<file path="config.mk">
export PLATFORM = sky130hd
export DESIGN_NAME = bp_be_issue_queue_flat
export DESIGN_NICKNAME = d
export VERILOG_FILES = /design/src/rtl/bp_be_issue_queue_if.sv /design/src/rtl/bp_be_issue_queue.sv /design/src/flat_wrapper.sv
export SDC_FILE = /design/constraint.sdc
export NUM_CORES = 1
export LEC_CHECK = 0
export BUFFER_PORTS_ARGS = -buffer_cell sky130_fd_sc_hd__buf_2
export CAP_MARGIN = 0
export CORE_MARGIN = 2
export CORE_UTILIZATION = 60
export CTS_CLUSTER_DIAMETER = 120
export DETAILED_ROUTE_END_ITERATION = 16
export PLACE_DENSITY = 0.84
export SLEW_MARGIN = 20
export SYNTH_ARGS = -nofsm -noshare
export SYNTH_HDL_FRONTEND = slang
export SYNTH_SLANG_ARGS = --single-unit
</file>
<file path="constraint.sdc">
create_clock -name clk_i -period 8.6 [get_ports clk_i]
set_input_delay 0.43 -clock clk_i [delete_from_list [all_inputs] [get_ports clk_i]]
set_output_delay 0.43 -clock clk_i [all_outputs]
set_load 0.03 [all_outputs]
</file>
<file path="src/rtl/bp_be_issue_queue_if.sv">
// FE-to-BE instruction buffer bundle: enqueue side, issue side and pointer controls.
// slave is the queue; master is whoever drives fetch/dispatch/commit.
interface bp_be_issue_queue_if #(
   parameter int els_p         = 8,
   parameter int vaddr_width_p = 39,
   parameter int instr_width_p = 32
);
   localparam int ptr_width_lp = $clog2(els_p) + 1;

   logic                     fe_v_i;
   logic [vaddr_width_p-1:0] fe_pc_i;
   logic [instr_width_p-1:0] fe_instr_i;
   logic                     fe_ready_o;

   logic                     issue_v_o;
   logic [vaddr_width_p-1:0] issue_pc_o;
   logic [instr_width_p-1:0] issue_instr_o;

   logic                     dispatch_v_i;
   logic                     commit_v_i;
   logic                     roll_i;
   logic                     clr_i;

   logic                     full_o;
   logic                     empty_o;
   logic [ptr_width_lp-1:0]  count_o;

   modport slave (
      input  fe_v_i, fe_pc_i, fe_instr_i, dispatch_v_i, commit_v_i, roll_i, clr_i,
      output fe_ready_o, issue_v_o, issue_pc_o, issue_instr_o, full_o, empty_o, count_o
   );

   modport master (
      output fe_v_i, fe_pc_i, fe_instr_i, dispatch_v_i, commit_v_i, roll_i, clr_i,
      input  fe_ready_o, issue_v_o, issue_pc_o, issue_instr_o, full_o, empty_o, count_o
   );
endinterface

</file>
<file path="src/rtl/bp_be_issue_queue.sv">
// Circular instruction buffer with separate write, speculative read and commit pointers.
// Space is only reclaimed on commit, so a roll can always rewind the read pointer to cptr.
module bp_be_issue_queue #(
   parameter int els_p         = 8,
   parameter int vaddr_width_p = 39,
   parameter int instr_width_p = 32
) (
   input logic              clk_i,
   input logic              reset_n_i,
   bp_be_issue_queue_if.slave q
);
   localparam int idx_w_lp     = $clog2(els_p);
   localparam int ptr_width_lp = idx_w_lp + 1;

   typedef struct packed {
      logic [vaddr_width_p-1:0] pc;
      logic [instr_width_p-1:0] instr;
   } entry_s;

   entry_s                  mem [els_p];
   logic [ptr_width_lp-1:0] wptr_r, rptr_r, cptr_r;
   logic [ptr_width_lp-1:0] wptr_n, rptr_n, cptr_n;
   logic                    full, issue_v, fe_ready;
   logic                    enq, deq, cmt;

   // Full when indices match but the wrap bits differ.
   assign full     = (wptr_r[idx_w_lp] != cptr_r[idx_w_lp]) &&
                     (wptr_r[idx_w_lp-1:0] == cptr_r[idx_w_lp-1:0]);
   assign issue_v  = (rptr_r != wptr_r);
   assign fe_ready = ~full & ~q.clr_i;

   assign enq = q.fe_v_i & fe_ready;
   assign deq = q.dispatch_v_i & issue_v & ~q.roll_i & ~q.clr_i;
   // An illegal commit (nothing dispatched) is dropped rather than corrupting cptr.
   assign cmt = q.commit_v_i & ~q.clr_i & (cptr_r != rptr_r);

   assign q.fe_ready_o    = fe_ready;
   assign q.issue_v_o     = issue_v;
   assign q.issue_pc_o    = mem[rptr_r[idx_w_lp-1:0]].pc;
   assign q.issue_instr_o = mem[rptr_r[idx_w_lp-1:0]].instr;
   assign q.full_o        = full;
   assign q.empty_o       = (cptr_r == wptr_r);
   assign q.count_o       = wptr_r - cptr_r;

   always_comb begin
      wptr_n = wptr_r;
      rptr_n = rptr_r;
      cptr_n = cptr_r;
      if (cmt) cptr_n = cptr_r + ptr_width_lp'(1);
      if (enq) wptr_n = wptr_r + ptr_width_lp'(1);
      // Roll rewinds to the post-commit cptr; a same-cycle dispatch is lost.
      if (q.roll_i)  rptr_n = cptr_n;
      else if (deq)  rptr_n = rptr_r + ptr_width_lp'(1);
      if (q.clr_i) begin
         wptr_n = '0;
         rptr_n = '0;
         cptr_n = '0;
      end
   end

   always_ff @(posedge clk_i or negedge reset_n_i) begin
      if (!reset_n_i) begin
         wptr_r <= '0;
         rptr_r <= '0;
         cptr_r <= '0;
      end else begin
         wptr_r <= wptr_n;
         rptr_r <= rptr_n;
         cptr_r <= cptr_n;
      end
   end

   always_ff @(posedge clk_i) begin
      if (enq) mem[wptr_r[idx_w_lp-1:0]] <= '{pc: q.fe_pc_i, instr: q.fe_instr_i};
   end

`ifndef SYNTHESIS
   a_dispatch_legal: assert property (@(posedge clk_i) disable iff (!reset_n_i)
      (q.dispatch_v_i & ~q.clr_i) |-> issue_v);
   a_commit_legal: assert property (@(posedge clk_i) disable iff (!reset_n_i)
      (q.commit_v_i & ~q.clr_i) |-> (cptr_r != rptr_r));
`endif
endmodule

</file>
<file path="src/flat_wrapper.sv">
// flat-port wrapper written by rule: the top's interface ports become plain ports
module bp_be_issue_queue_flat 
#(
   parameter int els_p         = 8,
   parameter int vaddr_width_p = 39,
   parameter int instr_width_p = 32
)
  (clk_i, reset_n_i, q_fe_v_i, q_fe_pc_i, q_fe_instr_i, q_dispatch_v_i, q_commit_v_i, q_roll_i, q_clr_i, q_fe_ready_o, q_issue_v_o, q_issue_pc_o, q_issue_instr_o, q_full_o, q_empty_o, q_count_o);
  bp_be_issue_queue_if #(.els_p(els_p), .vaddr_width_p(vaddr_width_p), .instr_width_p(instr_width_p)) q_i ();
  input logic clk_i;
  input logic reset_n_i;
  input wire logic [$bits(q_i.fe_v_i)-1:0] q_fe_v_i;
  input wire logic [$bits(q_i.fe_pc_i)-1:0] q_fe_pc_i;
  input wire logic [$bits(q_i.fe_instr_i)-1:0] q_fe_instr_i;
  input wire logic [$bits(q_i.dispatch_v_i)-1:0] q_dispatch_v_i;
  input wire logic [$bits(q_i.commit_v_i)-1:0] q_commit_v_i;
  input wire logic [$bits(q_i.roll_i)-1:0] q_roll_i;
  input wire logic [$bits(q_i.clr_i)-1:0] q_clr_i;
  output wire logic [$bits(q_i.fe_ready_o)-1:0] q_fe_ready_o;
  output wire logic [$bits(q_i.issue_v_o)-1:0] q_issue_v_o;
  output wire logic [$bits(q_i.issue_pc_o)-1:0] q_issue_pc_o;
  output wire logic [$bits(q_i.issue_instr_o)-1:0] q_issue_instr_o;
  output wire logic [$bits(q_i.full_o)-1:0] q_full_o;
  output wire logic [$bits(q_i.empty_o)-1:0] q_empty_o;
  output wire logic [$bits(q_i.count_o)-1:0] q_count_o;
  assign q_i.fe_v_i = q_fe_v_i;
  assign q_i.fe_pc_i = q_fe_pc_i;
  assign q_i.fe_instr_i = q_fe_instr_i;
  assign q_i.dispatch_v_i = q_dispatch_v_i;
  assign q_i.commit_v_i = q_commit_v_i;
  assign q_i.roll_i = q_roll_i;
  assign q_i.clr_i = q_clr_i;
  assign q_fe_ready_o = q_i.fe_ready_o;
  assign q_issue_v_o = q_i.issue_v_o;
  assign q_issue_pc_o = q_i.issue_pc_o;
  assign q_issue_instr_o = q_i.issue_instr_o;
  assign q_full_o = q_i.full_o;
  assign q_empty_o = q_i.empty_o;
  assign q_count_o = q_i.count_o;
  bp_be_issue_queue #(.els_p(els_p), .vaddr_width_p(vaddr_width_p), .instr_width_p(instr_width_p)) u_core (.clk_i(clk_i), .reset_n_i(reset_n_i), .q(q_i));
endmodule
</file>
## Word level (Yosys, flattened, before mapping)

Memory sizes are Yosys's and may differ from the RTL's.
Cells that the tools add are included.
W data, S select, Z words.

- RAM bits: 568
- Register bits after elaboration: 12
- Bits in read-only memories: 0
- Memories kept: 1
- Input bits: 78
- Logic and storage cells: 35
- Output and inout port bits: 79
- Bits in latches: 0

Memory list:

| name | words | bits a word | read ports | clocked after memory_dff | write ports | RTL line | RTL |
|---|---|---|---|---|---|---|---|
| u_core.mem | 8 | 71 | 1 | 0 | 1 | bp_be_issue_queue.sv:20 | `entry_s mem [els_p];` |

- Multiply operators: 0
- Div/mod/pow operators: 0
- $lt $le $gt $ge: 0
- Reduce and logical (&&, ||, !) cells: 3
- Multiplexer cells: 9
- Shifts and indexed selects: 0
- Equal/unequal tests: 5
- Bitwise gates (word level): 10
- Add/subtract/negate cells: 4

Operators with widths:

| cell | number |
|---|---|
| $mux W4 | 7 |
| $add A4 B1 Y4 const B | 3 |
| $ne A4 B4 Y1 | 2 |
| $and A1 B1 Y1 | 7 |
| $eq A4 B4 Y1 | 1 |
| $sub A4 B4 Y4 | 1 |
| $eq A3 B3 Y1 | 1 |
| $not A1 Y1 | 3 |
| $reduce_bool A3 Y1 | 1 |
| $mux W1 | 2 |
| $reduce_bool A2 Y1 | 1 |
| $logic_and A1 B1 Y1 | 1 |
| $ne A1 B1 Y1 | 1 |

## Longest topological paths before layout

Gate-level depths: netlist (run 1).

- Depth in word-level cells: 7
- Mapped depth: 7
- Gate-level depth less buffers: 7

## Worst setup path after synthesis (run 1)

OpenSTA, ideal clock, no wires.

- Path type: register to register
- Start point: register u_core.cptr_r[1]
- End point: memory u_core.mem[0][0] in the netlist's numbering, enable pin
- Path buffers: 0
- Setup time: 0.587 ns
- Slack: 1.926 ns
- Stages on the path, launching flop included: 7
- Data arrival time: 6.087 ns
- Period minus slack after synthesis: 6.674 ns
- Data required time: 8.013 ns
- Path through: dfrtp_1 inv_1 ha_1 nand3_1 nand2b_1 nand4_1 nor3_1

- Longest elaborated chain between the ends: 7

RTL lines:

| what | RTL line | RTL |
|---|---|---|
| start: declaration | bp_be_issue_queue.sv:21 | `logic [ptr_width_lp-1:0] wptr_r, rptr_r, cptr_r;` |
| start signal: assignment | bp_be_issue_queue.sv:69 | `cptr_r <= cptr_n;` |
| $eq A3 B3 Y1 | bp_be_issue_queue.sv:28 | `(wptr_r[idx_w_lp-1:0] == cptr_r[idx_w_lp-1:0]);` |
| $logic_and A1 B1 Y1 | bp_be_issue_queue.sv:27 | `assign full = (wptr_r[idx_w_lp] != cptr_r[idx_w_lp]) &&` |
| $not A1 Y1 | bp_be_issue_queue.sv:30 | `assign fe_ready = ~full & ~q.clr_i;` |
| $and A1 B1 Y1 | bp_be_issue_queue.sv:30 |  |
| $and A1 B1 Y1 | bp_be_issue_queue.sv:32 | `assign enq = q.fe_v_i & fe_ready;` |
| $mux W1 | bp_be_issue_queue.sv:74 | `if (enq) mem[wptr_r[idx_w_lp-1:0]] <= '{pc: q.fe_pc_i, instr: q.fe_instr_i};` |
| $mux W1 (not written as such) | bp_be_issue_queue.sv:74 |  |
| end: declaration | bp_be_issue_queue.sv:20 |  |

No other way between the ends.

## Final worst setup path (run 1)

- Start point: register u_core.rptr_r[0]
- End point: output q_issue_instr_o[19]

- Longest elaborated chain between the ends: 1

RTL lines:

| what | RTL line | RTL |
|---|---|---|
| start: declaration | bp_be_issue_queue.sv:21 |  |
| start signal: assignment | bp_be_issue_queue.sv:68 | `rptr_r <= rptr_n;` |
| $mem_v2 Z8 W71 | n/a |  |
| end: declaration | flat_wrapper.sv:22 | `output wire logic [$bits(q_i.issue_instr_o)-1:0] q_issue_instr_o;` |

No other way between the ends.

==> results of run 1 <==
-- flip-flops by register name, summed over array words and instances (netlist names) --
name and cells:
u_core.wptr_r 4, u_core.mem 568, u_core.rptr_r 4, u_core.cptr_r 4
-- placed cells by master, fill, tap and decap left out, drive strengths merged, types with 10 or more instances in the layout --
master | synthesis | routed
buf | 34 | 177
clkbuf | 9 | 69
clkinv | 0 | 19
dfrtp | 12 | 12
edfxtp | 568 | 568
inv | 9 | 10
mux2 | 71 | 71
mux4 | 142 | 142
nor2 | 15 | 15
xnor2 | 15 | 15
-- how the worst max path moves through the flow --
stage,cells after the start,start,endpoint,slack [ns]
6_report,4,u_core.rptr_r[0]$_DFFE_PN0P_,q_issue_instr_o[19],4.97
5_1_grt,4,u_core.rptr_r[0]$_DFFE_PN0P_,q_issue_instr_o[23],4.74
4_1_cts,4,u_core.rptr_r[0]$_DFFE_PN0P_,q_issue_instr_o[18],4.89
3_5_place_dp,8,u_core.cptr_r[1]$_DFF_PN0_,u_core.mem[0][13]$_DFFE_PP_,5.15
3_3_place_gp,8,u_core.cptr_r[1]$_DFF_PN0_,u_core.mem[6][64]$_DFFE_PP_,5.26
2_1_floorplan,6,u_core.cptr_r[1]$_DFF_PN0_,u_core.mem[0][0]$_DFFE_PP_,1.93
-- timing repair --
item | 4_1_cts | 5_1_grt
buffers inserted | 0 | 0
endpoints found under the hold margin | 12 | 0
hold buffers | 1 | 0
-- power breakdown --
group	internal [mW]	switching (mW)
clock	1.41	0.959
combinational	0.193	0.270
sequential	3.15	0.0210
total	4.75	1.25
-- metal layers --
layer | global-route usage [%] | vias up
met5 | 0 | -
met4 | 6.930 | 4
met3 | 4.141 | 84
met2 | 38.04 | 362
met1 | 32.26 | 5218
li1 | - | 4293
-- worst register-to-register path, cell delays in order, from the launching register on --
cell and delay, ns:
dfrtp_1 0.48, inv_1 0.08, ha_1 0.32, nand3_1 0.12, nand2b_1 0.22, nand4_1 0.44, nor3_2 0.28, buf_4 0.30
buf_4 0.82
-- layout make-up --
type	count	share of cell area (%)
antenna	5	0.04939
clock buffer	69	5.809
clock inverter	27	1.190
inverter	9	0.1334
multi-input combinational	291	18.15
sequential	580	68.57
tap	468	2.312
timing repair buffer	178	3.794
-- cells by family (layout without fill, tap and decap cells) --
family | after synthesis | in the layout
XOR/XNOR | 21 | 21
AO/OA/AOI/OAI | 9 | 9
flip-flops | 580 | 580
other | 0 | 5
buffers and inverters | 52 | 283
multiplexers | 215 | 215
adder cells (fa/ha/maj) | 7 | 7
AND/OR/NAND/NOR | 39 | 39
-- through the flow --
step	hold slack, ns	setup WS [ns]	area, um2	cells	utilization (%)
2_1_floorplan	0.1344	1.926	22230	923	-
6_report	0.1340	4.966	25330	1627	69.36
3_3_place_gp	0.3249	5.265	23540	1525	64.44
4_1_cts	0.1031	4.888	25320	1622	69.32
3_5_place_dp	0.3346	5.149	23540	1525	64.44
5_1_grt	0.1191	4.744	25320	1624	69.34
==> impl_metrics.ini, run 1 <==
[power_and_ir_drop]
ir_drop_uv = 193.0
power_mw = 6.001
power_density_mw_per_mm2 = 236.9
p_leak_nw = 8.125

[yosys]
synth_cell_type_count = 27
synthXorXnorAreaFrac_pct = 0.8275
yosys.cell_count.top_type = edfxtp_1
synthesis.area_mm2 = 0.02223
synth_top_family_by_area = multiplexers
synth.largest_area_cell = edfxtp_1
synth-edff-count = 568
synthTopCellsByArea = edfxtp_1, mux4_2, mux2_2, dfrtp_1, buf_6
synth_mux_area_share_pct = 18.08
synth_ff_type = edfxtp_1
syn-instance-count = 923
synthArstFlopShare_pct = 2.069
synth_warnings = 0
yosysSeqAreaShare_pct = 78.09
syn_nets = 1008
yosys.area.top_type_share_pct = 76.74
ys_ff_latch = 580
syn_avg_cell_area_um2 = 24.08
synthTopCellsByCount = edfxtp_1, mux4_2, mux2_2
synthSimpleGateAreaFrac_pct = 0.7994
yosys.area_share.adder_pct = 0.4278
synth_compound_area_share_pct = 0.3040

[detailed_routing]
avgViaCountPerCell = 6.122
ant_nets = 0
routed-via-count = 9961
drtIter0Drc = 862
wl_met2_mm = 22.14
top_layer_used = met5
routedLengthMet1_mm = 17.84
post_drt_wl_per_cell_um = 26.81
dr.pass1.iters = 5
wl_met3_mm = 2.587
drc = 0
drt_wl_total_mm = 43.62

[setup_path]
r2r_slack_ns = 5.12
r2r_end = u_core.mem[0][33]$_DFFE_PP_
arrival_ns = 3.20
critPathLaunchType = flop
r2r_cells = 8
crit_type = flop to output port
crit_chain = buf_12 -> mux4_2 -> mux2_2 -> buf_2
cpMaxStageDelayCell = dfrtp_4
crit_fanout = 97
r2r_start = u_core.cptr_r[1]$_DFF_PN0_
critical-path-top-delay-family = multiplexers
max_stage_delay_ns = 0.76
worstSetupEndpointType = output port
crit_buf_inv = 2
critPathRequiredTime_ns = 8.17

[min_path]
min_path_type = primary input to flop
holdPathEnd = u_core.mem[0][65]$_DFFE_PP_
hold_depth = 1
hold_path.startpoint = q_fe_pc_i[33]

[cells_and_area]
drive_gt1_share_pct = 41.33
num-fill-cells = 2122
register_area_mm2 = 0.01737
nets = 1200
syn_to_final_growth_pct = 13.97
multi_input_area_mm2 = 0.004597

[global_routing]
grt_pass1_wl_mm = 64.92
grt_overflow_total = 0
grt_pass1_vias = 10560
antenna_found_initial = 4
grt.total_usage_pct = 23.05
grt_max_degree = 98

[floorplanning]
rows = 70
initial_core_util_pct = 60.86
io-pin-count = 157
dieArea_mm2 = 0.03860
die_h_um = 196.5
coreArea_mm2 = 0.03652
fp.dieW_um = 196.5

[cts]
clock_latency_ns = 0.56
clockRootBuffer = clkbuf_16
cts_buffer_depth = 3
clock_sinks = 580
htreeDepth = 2
tritoncts = done
cts_made_buffers = 55
clk_pin_slew_ns = 0.06
post_cts_resized = 0

[sta]
max_freq_ghz = 0.2752
rsz0062_at_grt = no
period_needed_ns = 3.634
skew_ns = 0.01433
tns_ns = 0
finalSetupViolCount = 0
slew_violations = 0
period_share_pct = 42.26
finalHoldViolations = 0
tightest_slew_ns = 1.013
maxSlewHeadroom_pct = 32.45

[outcome]
status = completed

[placement]
io_buffers = 156
gp_congestion = 0.7475
dp_hpwl_mm = 22.67

[job]
maxCapViolCount = 0
(Power assumes the default switching activity.)
==> run 2: changes to the inputs <==
Clock period 8.6 ns to 3.5 ns, I/O delays scaled along.
==> impl_metrics.ini, run 2 (synthesized netlist as in run 1, its figures left out) <==
[detailed_routing]
drtIter0Drc = 987
avgViaCountPerCell = 6.206
ant_nets = 0
drt_wl_total_mm = 46.46
post_drt_wl_per_cell_um = 27.23
dr.pass1.iters = 5
routed-via-count = 10590
drc = 0

[cts]
post_cts_resized = 0
clock_latency_ns = 0.57
clk_pin_slew_ns = 0.06
clockRootBuffer = clkbuf_16
cts_made_buffers = 53
cts_buffer_depth = 3
tritoncts = done
htreeDepth = 2
clock_sinks = 580

[sta]
period_needed_ns = 3.087
maxSlewHeadroom_pct = 38.56
tightest_slew_ns = 0.9206
setup_ws_ns = 0.4127
max_freq_ghz = 0.3239
rsz0062_at_grt = no
skew_ns = 0.01533
period_share_pct = 88.21
finalHoldViolations = 0
finalSetupViolCount = 0
tns_ns = 0
slew_violations = 0

[setup_path]
crit_type = flop to output port
arrival_ns = 2.91
critPathLaunchType = flop
cpMaxStageDelayCell = dfrtp_4
critPathRequiredTime_ns = 3.32
r2r_start = u_core.wptr_r[2]$_DFFE_PN0P_
crit_start = u_core.rptr_r[0]$_DFFE_PN0P_
max_stage_delay_ns = 0.89
crit_fanout = 30
crit_chain = buf_12 -> mux4_2 -> mux2_2 -> buf_2
r2r_cells = 6
r2r_end = u_core.mem[0][21]$_DFFE_PP_
worstSetupEndpointType = output port
r2r_slack_ns = 0.75

[global_routing]
grt_pass1_vias = 11090
grt_max_degree = 72
antenna_found_initial = 5
grt.total_usage_pct = 24.45
grt_pass1_wl_mm = 69.17
grt_overflow_total = 0

[job]
maxCapViolCount = 0

[cells_and_area]
syn_to_final_growth_pct = 18.40
multi_input_area_mm2 = 0.004634
num-fill-cells = 1980
nets = 1278
layout_common_cells = edfxtp_1, buf_2, mux4_2
final_area_mm2 = 0.02632
final_common_cell = edfxtp_1
largest_reg_flops = 568
drive_gt1_share_pct = 39.25
register_area_mm2 = 0.01737

[floorplanning]
io-pin-count = 157
coreArea_mm2 = 0.03652
initial_core_util_pct = 60.86
fp.dieW_um = 196.5
die_h_um = 196.5
dieArea_mm2 = 0.03860
rows = 70

[power_and_ir_drop]
p_leak_nw = 8.485
ir_drop_uv = 443.7
power_density_mw_per_mm2 = 559.2

[placement]
gp_congestion = 0.7374
dpl-instance-area_mm2 = 0.02385
preCtsSetupSlack_ns = 0.7832
dp_hpwl_mm = 24.99
io_buffers = 156

[outcome]
status = completed

[min_path]
min_path_type = primary input to async pin
## run 2: timing repair
item                      CTS  global route
hold endpoints to repair  592             0
hold buffers               76             0
setup buffers               0             0
## run 2: layer usage
| layer | part of all wire (%) | wire (um) | vias to the layer above | GRT usage [%] |
|---|---|---|---|---|
| li1 | - | - | 4446 | - |
| met5 | 0.017 | 8 | - | 0 |
| met2 | 52 | 24080 | 454 | 41.12 |
| met3 | 6.0 | 2777 | 90 | 4.090 |
| met1 | 39 | 18300 | 5596 | 33.36 |
| met4 | 2.8 | 1291 | 2 | 7.969 |
## run 2: critical path, delay by kind of cell, from the launching register on
family | cells | cell delay (ns)
flops | 1 | 0.89
buf+inv | 2 | 0.51
mux | 2 | 0.92
## run 2: area by class of cell
class                   count  area share, %
diodes                      5        0.04755
clock buffers              57          5.097
clock inverters            38          1.341
inverters                   9         0.1284
multi-input cells         291          17.61
flip-flops and latches    580          66.00
well taps                 468          2.225
repair buffers            258          7.550
## run 2: worst max-delay path by stage
| stage | to | slack [ns] |
|---|---|---|
| after floorplan | u_core.mem[3][0]$_DFFE_PP_ | -1.08 |
| after global routing | q_issue_pc_o[9] | 0.26 |
| after global placement | u_core.mem[0][6]$_DFFE_PP_ | 0.89 |
| after CTS | q_issue_pc_o[9] | 0.35 |
| after detailed placement | u_core.mem[0][19]$_DFFE_PP_ | 0.78 |
| final | q_issue_pc_o[9] | 0.41 |
## run 2: where the power goes
group | internal [mW] | switching (mW) | total (mW) | leakage (nW)
Sequential | 7.73 | 0.0697 | 7.80 | 5.29
Clock | 3.27 | 2.38 | 5.65 | 0.833
Combinational | 0.571 | 0.699 | 1.27 | 2.36
## run 2: metrics by stage
| step | util, % | power (mW) | cells | hold WS [ns] |
|---|---|---|---|---|
| after global placement | 65.30 | 9.099 | 1530 | 0.07131 |
| after detailed placement | 65.30 | 9.138 | 1530 | 0.07378 |
| after CTS | 72.02 | 14.82 | 1701 | 0.02477 |
| final | 72.05 | 14.72 | 1706 | 0.03652 |
| after global routing | 72.05 | 15.13 | 1705 | 0.03827 |
| after floorplan | - | 8.752 | 923 | -0.1206 |
==> run 3: changes to the inputs <==
Settings changed: CORE_UTILIZATION 60 to 54, PLACE_DENSITY 0.84 to 0.8.
Clock period 3.5 ns to 2.53 ns, I/O delays scaled along.
==> impl_metrics.ini, run 3 (synthesized netlist as in run 1, its figures left out) <==
[cells_and_area]
drive_gt1_share_pct = 41.80
final_common_cell = edfxtp_1
syn_to_final_growth_pct = 24.09
largest_reg_flops = 568
layout_common_cells = edfxtp_1, mux4_2, buf_2
nets = 1313
num-fill-cells = 2498
final_area_mm2 = 0.02758

[cts]
clk_pin_slew_ns = 0.07
clockRootBuffer = clkbuf_16
clock_latency_ns = 0.60
cts_made_buffers = 54
clock_sinks = 580
cts_buffer_depth = 3
htreeDepth = 2
tritoncts = done

[global_routing]
antenna_found_initial = 2
grt_overflow_total = 0
grt_pass1_vias = 10920
grt.total_usage_pct = 21.51
grt_max_degree = 61
grt_pass1_wl_mm = 67.19

[sta]
period_needed_ns = 2.549
setup_ws_ns = -0.01931
finalHoldViolations = 0
slew_violations = 0
finalSetupViolCount = 11
tightest_slew_ns = 0.5314
skew_ns = 0.03310
rsz0062_at_grt = yes
max_freq_ghz = 0.3923
maxSlewHeadroom_pct = 64.46
period_share_pct = 100.8

[placement]
io_buffers = 156
dp_hpwl_mm = 23.75
preCtsSetupSlack_ns = 0.2707
dpl-instance-area_mm2 = 0.02403
gp_congestion = 0.7440

[detailed_routing]
post_drt_wl_per_cell_um = 25.74
ant_nets = 0
drt_wl_total_mm = 46.38
avgViaCountPerCell = 5.834
drc = 0
routed-via-count = 10510
drtIter0Drc = 866
dr.pass1.iters = 5

[job]
maxCapViolCount = 0

[setup_path]
critPathRequiredTime_ns = 2.40
crit_type = flop to output port
crit_chain = buf_12 -> buf_12 -> mux4_2 -> mux2_2 -> buf_2
worstSetupEndpointType = output port
cpMostUsedCell = buf_12
max_stage_delay_ns = 0.52
critPathLaunchType = flop
crit_fanout = 13
arrival_ns = 2.42
cpMaxStageDelayCell = mux4_2

[power_and_ir_drop]
p_leak_nw = 9.034
ir_drop_uv = 615.4
power_density_mw_per_mm2 = 758.2

[floorplanning]
fp.dieW_um = 206.9
dieArea_mm2 = 0.04280
initial_core_util_pct = 54.56
coreArea_mm2 = 0.04074
io-pin-count = 157
die_h_um = 206.9
rows = 74

[outcome]
status = finished, violations left
failed_checks = setup timing

[min_path]
min_path_type = primary input to flop
run 3: cell type report:
class | count | area [um2] | share of cell area [%]
clock inverters | 36 | 361.6 | 1.311
repair buffers | 292 | 2944 | 10.67
inverters | 9 | 33.78 | 0.1225
clock buffers | 60 | 1374 | 4.981
flip-flops and latches | 580 | 17370 | 62.97
multi-input cells | 291 | 4828 | 17.51
diodes | 2 | 5.005 | 0.01815
well taps | 532 | 665.6 | 2.413
run 3: through the flow:
stage	power, mW	TNS, ns	util (%)	instances	hold slack (ns)
2_1_floorplan	12.11	-250.53	-	923	-0.1691
3_3_place_gp	12.59	0	58.99	1601	0.01936
3_5_place_dp	12.63	0	58.99	1601	0.01790
4_1_cts	20.97	-3.099	67.09	1795	0.2926
5_1_grt	21.55	-3.710	67.70	1802	0.3325
6_report	20.91	-0.09612	67.70	1802	0.3288
run 3: repair_timing:
action                                  in CTS  in global routing
buffers inserted                            12                  2
gates resized for setup                    148                 43
endpoints found under the setup margin      70                 72
pin swaps                                    0                  2
hold buffers                                80                  0
endpoints found under the hold margin      592                  0
gates cloned                                 6                  5
run 3: where the power goes:
part / internal (mW) / total (mW) / switching, mW
Clock: 4.53 / 7.95 / 3.42
Sequential: 10.7 / 10.7 / 0.0458
Combinational: 1.13 / 2.22 / 1.09
run 3: final timing paths:
check / startpoint / to / slack, ns / depth (start not counted)
setup / recovery: u_core.rptr_r[0]$_DFFE_PN0P_ / q_issue_pc_o[5] / -0.02 / 5
hold reg to reg: u_core.wptr_r[3]$_DFFE_PN0P_ / u_core.wptr_r[3]$_DFFE_PN0P_ / 0.67 / 2
hold / removal: q_fe_pc_i[20] / u_core.mem[3][52]$_DFFE_PP_ / 0.33 / 2
setup reg to reg: u_core.rptr_r[0]$_DFFE_PN0P_ / u_core.rptr_r[3]$_DFFE_PN0P_ / 0.16 / 8
max in group asynchronous: reset_n_i / u_core.rptr_r[0]$_DFFE_PN0P_ / 1.54 / 3
min in group asynchronous: reset_n_i / u_core.cptr_r[3]$_DFF_PN0_ / 0.58 / 3
run 3: layer usage:
layer,up-vias,GRT usage (%),share of wire [%]
li1,4518,-,-
met1,5549,30.22,41
met2,382,35.54,51
met3,64,3.501,5.5
met4,0,6.104,1.9
met5,-,0,0
run 3: critical path: cells and delay by family, from the launching register on:
kind	cells	cell delay (ns)
buffers and inverters	3	0.52
flip-flops	1	0.49
multiplexers	2	0.80
